**src/rtl/batamateur_pkg.sv**
```systemverilog
// Shared types and constants for the BatAmateur program loader.
// Holds the loader state encoding, the default sync marker and header length.
package batamateur_pkg;

   typedef enum logic [2:0] {
      S_IDLE,
      S_HDR,
      S_DATA_HI,
      S_DATA_LO,
      S_WRITE,
      S_CKSUM,
      S_RELEASE,
      S_ERROR
   } state_e;

   localparam logic [7:0] SYNC_DEFAULT = 8'hA5;
   localparam int         HDR_LEN      = 4;

endpackage

```
**src/rtl/program_loader_if.sv**
```systemverilog
// Byte-stream input and RAM write bus of the program loader.
// master = loader side, slave = host link / CPU top side.
interface program_loader_if;

   logic [7:0]  IN_DATA;
   logic        IN_VALID;
   logic        IN_READY;
   logic [15:0] ADDRESS;
   logic [15:0] DATA;
   logic        DATA_OE;
   logic        RAM_EN;
   logic        RW;

   modport master (
      input  IN_DATA, IN_VALID,
      output IN_READY, ADDRESS, DATA, DATA_OE, RAM_EN, RW
   );

   modport slave (
      output IN_DATA, IN_VALID,
      input  IN_READY, ADDRESS, DATA, DATA_OE, RAM_EN, RW
   );

endinterface

```
**src/rtl/loader_csum.sv**
```systemverilog
// 8-bit running byte sum with clear, add-on-accept and compare against din.
module loader_csum (
   input  logic       clk,
   input  logic       rst_n,
   input  logic       clr,
   input  logic       add,
   input  logic [7:0] din,
   output logic       match
);

   logic [7:0] sum_q, sum_d;

   always_comb begin
      sum_d = sum_q;
      if (clr)
         sum_d = '0;
      else if (add)
         sum_d = sum_q + din;
   end

   always_ff @(posedge clk or negedge rst_n)
      if (!rst_n)
         sum_q <= '0;
      else
         sum_q <= sum_d;

   assign match = (din == sum_q);

endmodule

```
**src/rtl/program_loader.sv**
```systemverilog
// Framed byte-stream loader: halts the CPU, writes words to RAM, pulses CPU reset.
// Define LOADER_CHECKSUM_EN to expect and check a trailing checksum byte.
module program_loader
   import batamateur_pkg::*;
#(
   parameter int         RST_PULSE = 4,
   parameter logic [7:0] SYNC_BYTE = SYNC_DEFAULT
) (
   input  logic              CLK,
   input  logic              RST,
   program_loader_if.master  bus,
   output logic              HALT,
   output logic              CPU_RST_N,
   output logic              BUSY,
   output logic              DONE,
   output logic              ERR
);

   localparam int PW = $clog2(RST_PULSE + 1);

`ifdef LOADER_CHECKSUM_EN
   localparam state_e S_TAIL = S_CKSUM;
`else
   localparam state_e S_TAIL = S_RELEASE;
`endif

   state_e        state_q, state_d;
   logic [15:0]   addr_q, addr_d;
   logic [15:0]   cnt_q, cnt_d;
   logic [15:0]   data_q, data_d;
   logic [7:0]    hi_q, hi_d;
   logic [1:0]    idx_q, idx_d;
   logic [PW-1:0] pls_q, pls_d;

   logic       accept;
   logic       is_sync;
   logic [7:0] b;

   assign b       = bus.IN_DATA;
   assign accept  = bus.IN_VALID & bus.IN_READY;
   assign is_sync = (b == SYNC_BYTE);

   assign bus.ADDRESS = addr_q;
   assign bus.DATA    = data_q;

`ifdef LOADER_CHECKSUM_EN
   logic csum_clr, csum_add, csum_match;

   assign csum_clr = accept & is_sync &
                     ((state_q == S_IDLE) | (state_q == S_ERROR));
   assign csum_add = accept & ((state_q == S_HDR) |
                     (state_q == S_DATA_HI) | (state_q == S_DATA_LO));

   loader_csum u_csum (
      .clk   (CLK),
      .rst_n (RST),
      .clr   (csum_clr),
      .add   (csum_add),
      .din   (b),
      .match (csum_match)
   );
`endif

   always_comb begin
      state_d      = state_q;
      addr_d       = addr_q;
      cnt_d        = cnt_q;
      data_d       = data_q;
      hi_d         = hi_q;
      idx_d        = idx_q;
      pls_d        = '0;
      bus.IN_READY = 1'b1;
      bus.RAM_EN   = 1'b0;
      bus.RW       = 1'b0;
      bus.DATA_OE  = 1'b0;
      HALT         = 1'b1;
      BUSY         = 1'b1;
      CPU_RST_N    = 1'b1;
      DONE         = 1'b0;
      ERR          = 1'b0;
      unique case (state_q)
         S_IDLE: begin
            HALT = 1'b0;
            BUSY = 1'b0;
            if (accept && is_sync) begin
               state_d = S_HDR;
               idx_d   = '0;
            end
         end
         S_HDR: begin
            if (accept) begin
               idx_d = idx_q + 2'd1;
               unique case (idx_q)
                  2'd0: addr_d[15:8] = b;
                  2'd1: addr_d[7:0]  = b;
                  2'd2: cnt_d[15:8]  = b;
                  2'd3: cnt_d[7:0]   = b;
               endcase
               if (idx_q == 2'(HDR_LEN - 1))
                  state_d = ({cnt_q[15:8], b} == 16'd0) ? S_TAIL : S_DATA_HI;
            end
         end
         S_DATA_HI: begin
            if (accept) begin
               hi_d    = b;
               state_d = S_DATA_LO;
            end
         end
         S_DATA_LO: begin
            if (accept) begin
               data_d  = {hi_q, b};
               state_d = S_WRITE;
            end
         end
         S_WRITE: begin
            bus.IN_READY = 1'b0;
            bus.RAM_EN   = 1'b1;
            bus.RW       = 1'b1;
            bus.DATA_OE  = 1'b1;
            addr_d       = addr_q + 16'd1;
            cnt_d        = cnt_q - 16'd1;
            state_d      = (cnt_q == 16'd1) ? S_TAIL : S_DATA_HI;
         end
         S_CKSUM: begin
`ifdef LOADER_CHECKSUM_EN
            if (accept)
               state_d = csum_match ? S_RELEASE : S_ERROR;
`else
            state_d = S_IDLE;
`endif
         end
         S_RELEASE: begin
            bus.IN_READY = 1'b0;
            if (pls_q < PW'(RST_PULSE)) begin
               CPU_RST_N = 1'b0;
               pls_d     = pls_q + 1'b1;
            end else begin
               DONE    = 1'b1;
               state_d = S_IDLE;
            end
         end
         S_ERROR: begin
`ifdef LOADER_CHECKSUM_EN
            ERR = 1'b1;
`endif
            // Only a fresh SYNC leaves ERROR; it also clears ERR.
            if (accept && is_sync) begin
               state_d = S_HDR;
               idx_d   = '0;
            end
         end
         default: state_d = S_IDLE;
      endcase
   end

   always_ff @(posedge CLK or negedge RST)
      if (!RST) begin
         state_q <= S_IDLE;
         addr_q  <= '0;
         cnt_q   <= '0;
         data_q  <= '0;
         hi_q    <= '0;
         idx_q   <= '0;
         pls_q   <= '0;
      end else begin
         state_q <= state_d;
         addr_q  <= addr_d;
         cnt_q   <= cnt_d;
         data_q  <= data_d;
         hi_q    <= hi_d;
         idx_q   <= idx_d;
         pls_q   <= pls_d;
      end

endmodule
```
**src/flat_wrapper.sv**
```systemverilog
// flat-port wrapper written by rule: the top's interface ports become plain ports
module program_loader_flat import batamateur_pkg::*;
#(
   parameter int         RST_PULSE = 4,
   parameter logic [7:0] SYNC_BYTE = SYNC_DEFAULT
)
  (CLK, RST, HALT, CPU_RST_N, BUSY, DONE, ERR, bus_IN_DATA, bus_IN_VALID, bus_IN_READY, bus_ADDRESS, bus_DATA, bus_DATA_OE, bus_RAM_EN, bus_RW);
  program_loader_if bus_i ();
  input  logic CLK;
  input  logic RST;
  output logic HALT;
  output logic CPU_RST_N;
  output logic BUSY;
  output logic DONE;
  output logic ERR;
  input wire logic [$bits(bus_i.IN_DATA)-1:0] bus_IN_DATA;
  input wire logic [$bits(bus_i.IN_VALID)-1:0] bus_IN_VALID;
  output wire logic [$bits(bus_i.IN_READY)-1:0] bus_IN_READY;
  output wire logic [$bits(bus_i.ADDRESS)-1:0] bus_ADDRESS;
  output wire logic [$bits(bus_i.DATA)-1:0] bus_DATA;
  output wire logic [$bits(bus_i.DATA_OE)-1:0] bus_DATA_OE;
  output wire logic [$bits(bus_i.RAM_EN)-1:0] bus_RAM_EN;
  output wire logic [$bits(bus_i.RW)-1:0] bus_RW;
  assign bus_i.IN_DATA = bus_IN_DATA;
  assign bus_i.IN_VALID = bus_IN_VALID;
  assign bus_IN_READY = bus_i.IN_READY;
  assign bus_ADDRESS = bus_i.ADDRESS;
  assign bus_DATA = bus_i.DATA;
  assign bus_DATA_OE = bus_i.DATA_OE;
  assign bus_RAM_EN = bus_i.RAM_EN;
  assign bus_RW = bus_i.RW;
  program_loader #(.RST_PULSE(RST_PULSE), .SYNC_BYTE(SYNC_BYTE)) u_core (.CLK(CLK), .RST(RST), .bus(bus_i), .HALT(HALT), .CPU_RST_N(CPU_RST_N), .BUSY(BUSY), .DONE(DONE), .ERR(ERR));
endmodule
```
**config.mk**
```make
export PLATFORM = sky130hd
export DESIGN_NAME = program_loader_flat
export DESIGN_NICKNAME = d
export VERILOG_FILES = /design/src/rtl/batamateur_pkg.sv /design/src/rtl/program_loader_if.sv /design/src/rtl/loader_csum.sv /design/src/rtl/program_loader.sv /design/src/flat_wrapper.sv
export SDC_FILE = /design/constraint.sdc
export NUM_CORES = 1
export LEC_CHECK = 0
export ABC_AREA = 1
export CAP_MARGIN = 20
export CORE_AREA = 2 2 111 124
export CTS_CLUSTER_SIZE = 12
export DETAILED_ROUTE_END_ITERATION = 7
export DIE_AREA = 0 0 113 126
export GPL_ROUTABILITY_DRIVEN = 1
export PLACE_DENSITY = 0.49
export RECOVER_POWER = 100
export SKIP_LAST_GASP = 1
export SLEW_MARGIN = 40
export SYNTH_ARGS = -nofsm -noshare
export SYNTH_HDL_FRONTEND = slang
export SYNTH_SLANG_ARGS = --single-unit
```
**constraint.sdc**
```tcl
create_clock -name CLK -period 2.21 [get_ports CLK]
set_input_delay 0.5525 -clock CLK [delete_from_list [all_inputs] [get_ports CLK]]
set_output_delay 0.5525 -clock CLK [all_outputs]
set_load 0.01 [all_outputs]
```
==> impl_metrics.csv, run 1 <==
group,metric,value,unit
synth,yosysSeqAreaShare,0.4209,
critical_path,crit_type,"flip-flop to primary output",
power,clock_power_share,0.215,
grt,grt_antenna_before_repair,0,
critical_path,cp-startpoint,"u_core.state_q[0]",
finish,design_area,4745,um2
drt,avgRoutedWirePerCell,13.91,um
clock_tree,cts_hold_buf,0,
drt,wl_met1,5.027,mm
drt,wl_met2,4.667,mm
clock_tree,clock_latency,0.35,ns
timing,finalHoldViolations,0,
synth,synth_top_area_frac,0.4209,
clock_tree,cts.htree.levels,3,
power,p_sw,2.895,mW
critical_path,cp_cell_sequence,"nor2_4 -> nand2_1 -> clkdlybuf4s50_1",
drt,ant_nets,0,
timing,max_freq,0.4702,GHz
timing,fin_skew,0.008824,ns
run_status,status,"complete, but fails checks",
power,pwr_density_cell,1427,nW/um2
synth,synth_top_cell_by_area,"dfrtp_1",
timing,hold_ws,0.2660,ns
drt,drt_iter0_drc,161,
floorplan,design.core.area,12990,um2
drt,wl_met3,425,um
critical_path,crit_path_start_kind,"flip-flop",
floorplan,io_pins,52,
synth,synth.avg_cell_area,7.331,um2
floorplan,rows,44,
critical_path,end_kind,"primary output",
synth,syn_area,3805,um2
drt,drc,7,
synth,synth.area.top_cells,"dfrtp_1 (42%), nand2_1 (16%), nor2_1 (7.1%), o21ai_0 (6.3%), inv_1 (5.5%)",
timing,worstMarginPinSlew,0.7456,ns
synth,synth-seq-cells,64,
critical_path,r2r_start,"u_core.state_q[0]",
clock_tree,cts-buffers-inserted,9,
grt,grt_max_degree,65,
critical_path,crit_family,"buffers and inverters",
grt,grt_pass1_vias,3468,
floorplan,initial_core_util,0.2929,
finish,mostFrequentLayoutCells,"nand2_1 (161), nor2_1 (75), dfrtp_1 (63)",
grt,grt-ovfl-total,0,
clock_tree,clock_sinks,64,
synth,yosysWarnings,0,
placed_design,place_area,4439,um2
finish,final_nets,596,
grt,track_usage,0.1525,
power,p_seq_frac,0.325,
finish,layout_commonest_cell,"nand2_1",
floorplan,chipHeight,126,um
power,leakage,2.334,nW
power,power.internal,3.873,mW
placed_design,dpl.hpwl,7.435,mm
timing,period_minus_slack,2.127,ns
placed_design,pre_cts_slack,0.1337,ns
drt,wl,10.33,mm
synth,synth_nets,538,
critical_path,cp.arrival,1.57,ns
timing,setup_ws,0.08333,ns
timing,finalMaxSlewViolations,0,
min_path,min_path_type,"input port to asynchronous set/reset pin",
placed_design,gp_congestion,0.8292,
timing,slew_headroom,0.5017,
finish,drive_above_1_share,0.08076,
drt,vias,3454,
timing,setup_violations,0,
finish,diodes,0,
timing,post-route-period-util,0.9623,
finish,finalCoreUtilization,0.3652,
critical_path,crit_buf_inv,1,
drt,viasPerCell,4.649,
power,peakVddDrop,0.0003968,V
floorplan,die_w,113,um
drt,highest_layer,"met4",
synth,synthDistinctLibCells,32,
flow_run,maxCapViolations,0,
power,comb_power_share,0.461,
timing,grt_setup_unrepaired,"false",
grt,grt_pass1_wl,17.11,mm
clock_tree,clockBufferDepth,2,
power,post-layout-total-power,6.768,mW
run_status,violations,"DRC",
placed_design,numPortBuffers,50,
drt,drtPass1Iterations,6,
clock_tree,cts_tree,"built",
clock_tree,clk_pin_slew,0.05,ns
floorplan,dieArea,14240,um2
finish,areaGrowthSynthToFinish,24.70,%
power,swShare,0.4277,
critical_path,crit_required,1.66,ns
critical_path,slowest_stage,"clkdlybuf4s50_1",
critical_path,critPathMaxStageDelay,0.50,ns
synth,syn-instance-count,519,
clock_tree,cts_root_buf,"clkbuf_16",
critical_path,worstPathMaxFanout,3,
-- registers in the layout (all words and copies together) (netlist names) --
| name | cells |
|---|---|
| u_core.pls_q | 3 |
| u_core.bus.DATA | 16 |
| u_core.hi_q | 8 |
| u_core.bus.ADDRESS | 16 |
| u_core.cnt_q | 16 |
| u_core.idx_q | 2 |
| u_core.state_q | 3 |
-- power groups by stage --
stage,registers (mW),clock network (mW),logic [mW]
finish,2.20,1.45,3.12
global route,2.28,1.53,3.56
CTS,2.23,1.48,3.32
detailed placement,2.24,0,3.24
global placement,2.24,0,3.20
floorplan,2.22,0,2.08
-- synth_stat cells (all sizes together) --
| cell | number |
|---|---|
| a21boi | 6 |
| a21oi | 14 |
| buf | 13 |
| clkbuf | 2 |
| conb | 1 |
| dfrtp | 64 |
| ha | 8 |
| inv | 60 |
| mux2 | 8 |
| nand2 | 167 |
| nand3 | 22 |
| nand3b | 3 |
| nand4 | 6 |
| nor2 | 80 |
| nor3 | 4 |
| o21a | 1 |
| o21ai | 52 |
| o21bai | 1 |
| xnor2 | 2 |
| xor2 | 5 |
-- final timing paths --
path | end | slack (ns) | cells after the start
worst max-delay path | HALT | 0.08 | 3
worst min-delay path | u_core.pls_q[0] | 0.27 | 2
worst max register to register | u_core.bus.ADDRESS[3] | 0.19 | 9
worst min register to register | u_core.pls_q[0] | 0.44 | 1
max in group asynchronous | u_core.state_q[1] | 1.66 | 2
min in group CLK | u_core.pls_q[0] | 0.44 | 1
-- through the flow --
stage,setup TNS [ns],cells
floorplan,0,519
global placement,0,720
detailed placement,0,720
CTS,-0.001845,741
global route,0,743
finish,0,743
-- what timing repair did --
| item | 4_1_cts | 5_1_grt |
|---|---|---|
| buffers inserted | 5 | 2 |
| gates resized for setup | 8 | 3 |
| cloned | 0 | 0 |
| pin swaps | 1 | 0 |
| endpoints found under the setup margin | 7 | 5 |
-- kinds of logic after synthesis --
kind of cell               synth area share
AOI/OAI and AO/OA                    0.1026
xor gates and xnor gates            0.01611
adders and majority gates           0.02631
buffers and inverters               0.08944
DFF                                  0.4209
muxes                               0.02762
other                             0.0009856
and+or+nand+nor                      0.3160
-- final cells by class --
class / count / area [um2]
clock buffers: 9 / 225.2
clock inverters: 7 / 72.57
fillers: 1406 / 8248
inverters: 60 / 227.7
multi-input cells: 380 / 1829
flip-flops and latches: 64 / 1603
well taps: 161 / 201.4
repair buffers: 62 / 585.6
-- worst reg2reg max path: stages (launching register included) --
cell and delay, ns:
dfrtp_1 0.44, nor2_4 0.17, nand2_4 0.08, clkbuf_2 0.38, nand2_4 0.21, nand2_1 0.09, nor2_1 0.24, buf_4 0.21
nand2_1 0.05, o21ai_1 0.08
-- routing by layer --
| metal | up-vias | global-route usage |
|---|---|---|
| met2 | 78 | 0.2399 |
| met5 | - | 0 |
| met3 | 14 | 0.02599 |
| met1 | 1616 | 0.2040 |
| li1 | 1746 | - |
| met4 | 0 | 0.07245 |
Power figures use the tool's default switching activity.
==> run 2, diff against run 1 <==
--- a/config.mk
+++ b/config.mk
@@ -13,7 +13,7 @@
 export DIE_AREA = 0 0 113 126
 export GPL_ROUTABILITY_DRIVEN = 1
 export PLACE_DENSITY = 0.49
-export RECOVER_POWER = 100
+export RECOVER_POWER = 50
 export SKIP_LAST_GASP = 1
 export SLEW_MARGIN = 40
 export SYNTH_ARGS = -nofsm -noshare
==> constraint.sdc (replaced) <==
create_clock -name CLK -period 2.4 [get_ports CLK]
set_input_delay 0.6 -clock CLK [delete_from_list [all_inputs] [get_ports CLK]]
set_output_delay 0.6 -clock CLK [all_outputs]
set_load 0.01 [all_outputs]
==> impl_metrics.csv, run 2 (same netlist as run 1, synthesis figures left out) <==
group,metric,value,unit
grt,track_usage,0.1524,
power,swShare,0.4123,
finish,mostFrequentLayoutCells,"nand2_1 (158), nor2_1 (72), dfrtp_1 (62)",
clock_tree,clk_pin_slew,0.05,ns
drt,drtPass1Iterations,7,
timing,worstMarginPinSlew,1.672,ns
power,post-layout-total-power,6.393,mW
critical_path,r2r_cells,8,
finish,final_nets,590,
power,clock_power_share,0.213,
grt,grt_pass1_vias,3396,
drt,wl,10.30,mm
floorplan,rows,44,
grt,grt_pass1_wl,17.06,mm
clock_tree,cts-buffers-inserted,9,
critical_path,r2r-end,"u_core.bus.ADDRESS[4]",
power,power.internal,3.757,mW
finish,design_area,4746,um2
drt,ant_nets,0,
clock_tree,cts_root_buf,"clkbuf_16",
finish,diodes,0,
placed_design,gp_congestion,0.8601,
clock_tree,clockBufferDepth,2,
floorplan,die_w,113,um
grt,grt_max_degree,65,
min_path,hold_depth,1,
timing,grt_setup_unrepaired,"true",
timing,post-route-period-util,0.9714,
critical_path,cp.arrival,1.73,ns
finish,stdcell_count,736,
floorplan,design.core.area,12990,um2
finish,finalCoreUtilization,0.3653,
clock_tree,cts_tree,"built",
placed_design,pre_cts_slack,0.2461,ns
drt,drc,7,
timing,setup_violations,0,
floorplan,chipHeight,126,um
drt,wl_met1,4.983,mm
drt,drt_iter0_drc,156,
critical_path,end_kind,"primary output",
flow_run,maxCapViolations,1,
grt,grt-ovfl-total,0,
min_path,min_path_type,"flip-flop to flip-flop",
min_path,min_to,"u_core.pls_q[0]",
run_status,status,"complete, but fails checks",
floorplan,dieArea,14240,um2
placed_design,numPortBuffers,50,
floorplan,io_pins,52,
clock_tree,clock_latency,0.34,ns
timing,hold_ws,0.4322,ns
critical_path,crit_path_start_kind,"flip-flop",
timing,finalHoldViolations,0,
drt,highest_layer,"met4",
grt,grt_antenna_before_repair,0,
drt,avgRoutedWirePerCell,14.00,um
clock_tree,clock_sinks,64,
timing,slew_headroom,-0.1144,
placed_design,dpl.hpwl,7.445,mm
power,peakVddDrop,0.0005353,V
placed_design,place_area,4432,um2
drt,wl_met3,448,um
critical_path,worstPathMaxFanout,6,
placed_design,dpl.cell_count,719,
timing,finalMaxSlewViolations,65,
power,leakage,2.289,nW
critical_path,crit_required,1.80,ns
drt,vias,3406,
min_path,holdCritStartpoint,"u_core.pls_q[0]",
timing,period_minus_slack,2.331,ns
timing,tns,0,ns
timing,max_freq,0.4289,GHz
clock_tree,cts.htree.levels,3,
power,pwr_density_cell,1347,nW/um2
timing,setup_ws,0.06858,ns
clock_tree,cts_hold_buf,0,
finish,areaGrowthSynthToFinish,24.73,%
run_status,violations,"DRC, capacitance limit, slew limit",
drt,wl_met2,4.707,mm
timing,fin_skew,0.002580,ns
finish,drive_above_1_share,0.09739,
critical_path,r2r_start,"u_core.state_q[1]",
power,p_seq_frac,0.320,
critical_path,crit_type,"flip-flop to primary output",
critical_path,regToRegSetupSlack,0.53,ns
power,comb_power_share,0.466,
drt,viasPerCell,4.628,
power,p_sw,2.636,mW
floorplan,initial_core_util,0.2929,
finish,layout_commonest_cell,"nand2_1",
## run 2: power groups by stage
stage	clock network [mW]	logic, mW	registers (mW)
3_5_place_dp	0	2.98	2.06
2_1_floorplan	0	1.92	2.05
4_1_cts	1.41	3.00	2.06
3_3_place_gp	0	2.94	2.06
5_1_grt	1.45	3.39	2.12
6_report	1.36	2.98	2.05
## run 2: final cells by class
| type | instances | area [um2] |
|---|---|---|
| multi-input combinational | 380 | 1868 |
| clock buffer | 12 | 266.5 |
| fill | 1408 | 8247 |
| clock inverter | 3 | 40.04 |
| timing repair buffer | 56 | 538.0 |
| inverter | 60 | 227.7 |
| tap | 161 | 201.4 |
| sequential | 64 | 1604 |
## run 2: worst max-delay path by stage
| stage | startpoint | to | slack, ns |
|---|---|---|---|
| 5_1_grt | u_core.state_q[1] | bus_RW | -0.007 |
| 3_5_place_dp | bus_IN_VALID | u_core.bus.ADDRESS[3] | 0.25 |
| 4_1_cts | u_core.state_q[0] | CPU_RST_N | 0.01 |
| 3_3_place_gp | u_core.state_q[0] | CPU_RST_N | 0.29 |
| 6_report | u_core.state_q[1] | bus_DATA_OE | 0.07 |
| 2_1_floorplan | u_core.state_q[0] | bus_RAM_EN | 0.59 |
## run 2: worst max-delay path, stage by stage, from the launching register on
cell,delay (ns)
dfrtp_1,0.48
nor2_2,0.19
nand2_4,0.10
inv_2,0.09
clkdlybuf4s50_1,0.54
## run 2: layer usage
metal  up-vias  track usage
met5         -            0
met4         0      0.05524
met3        14      0.03946
met2        71       0.2416
met1      1587       0.2008
li1       1734            -
## run 2: what timing repair did
| action | 4_1_cts | 5_1_grt |
|---|---|---|
| endpoints found under the setup margin | 2 | 2 |
| setup buffers | 1 | 1 |
| resized for setup | 2 | 1 |
| pin swaps | 1 | 0 |
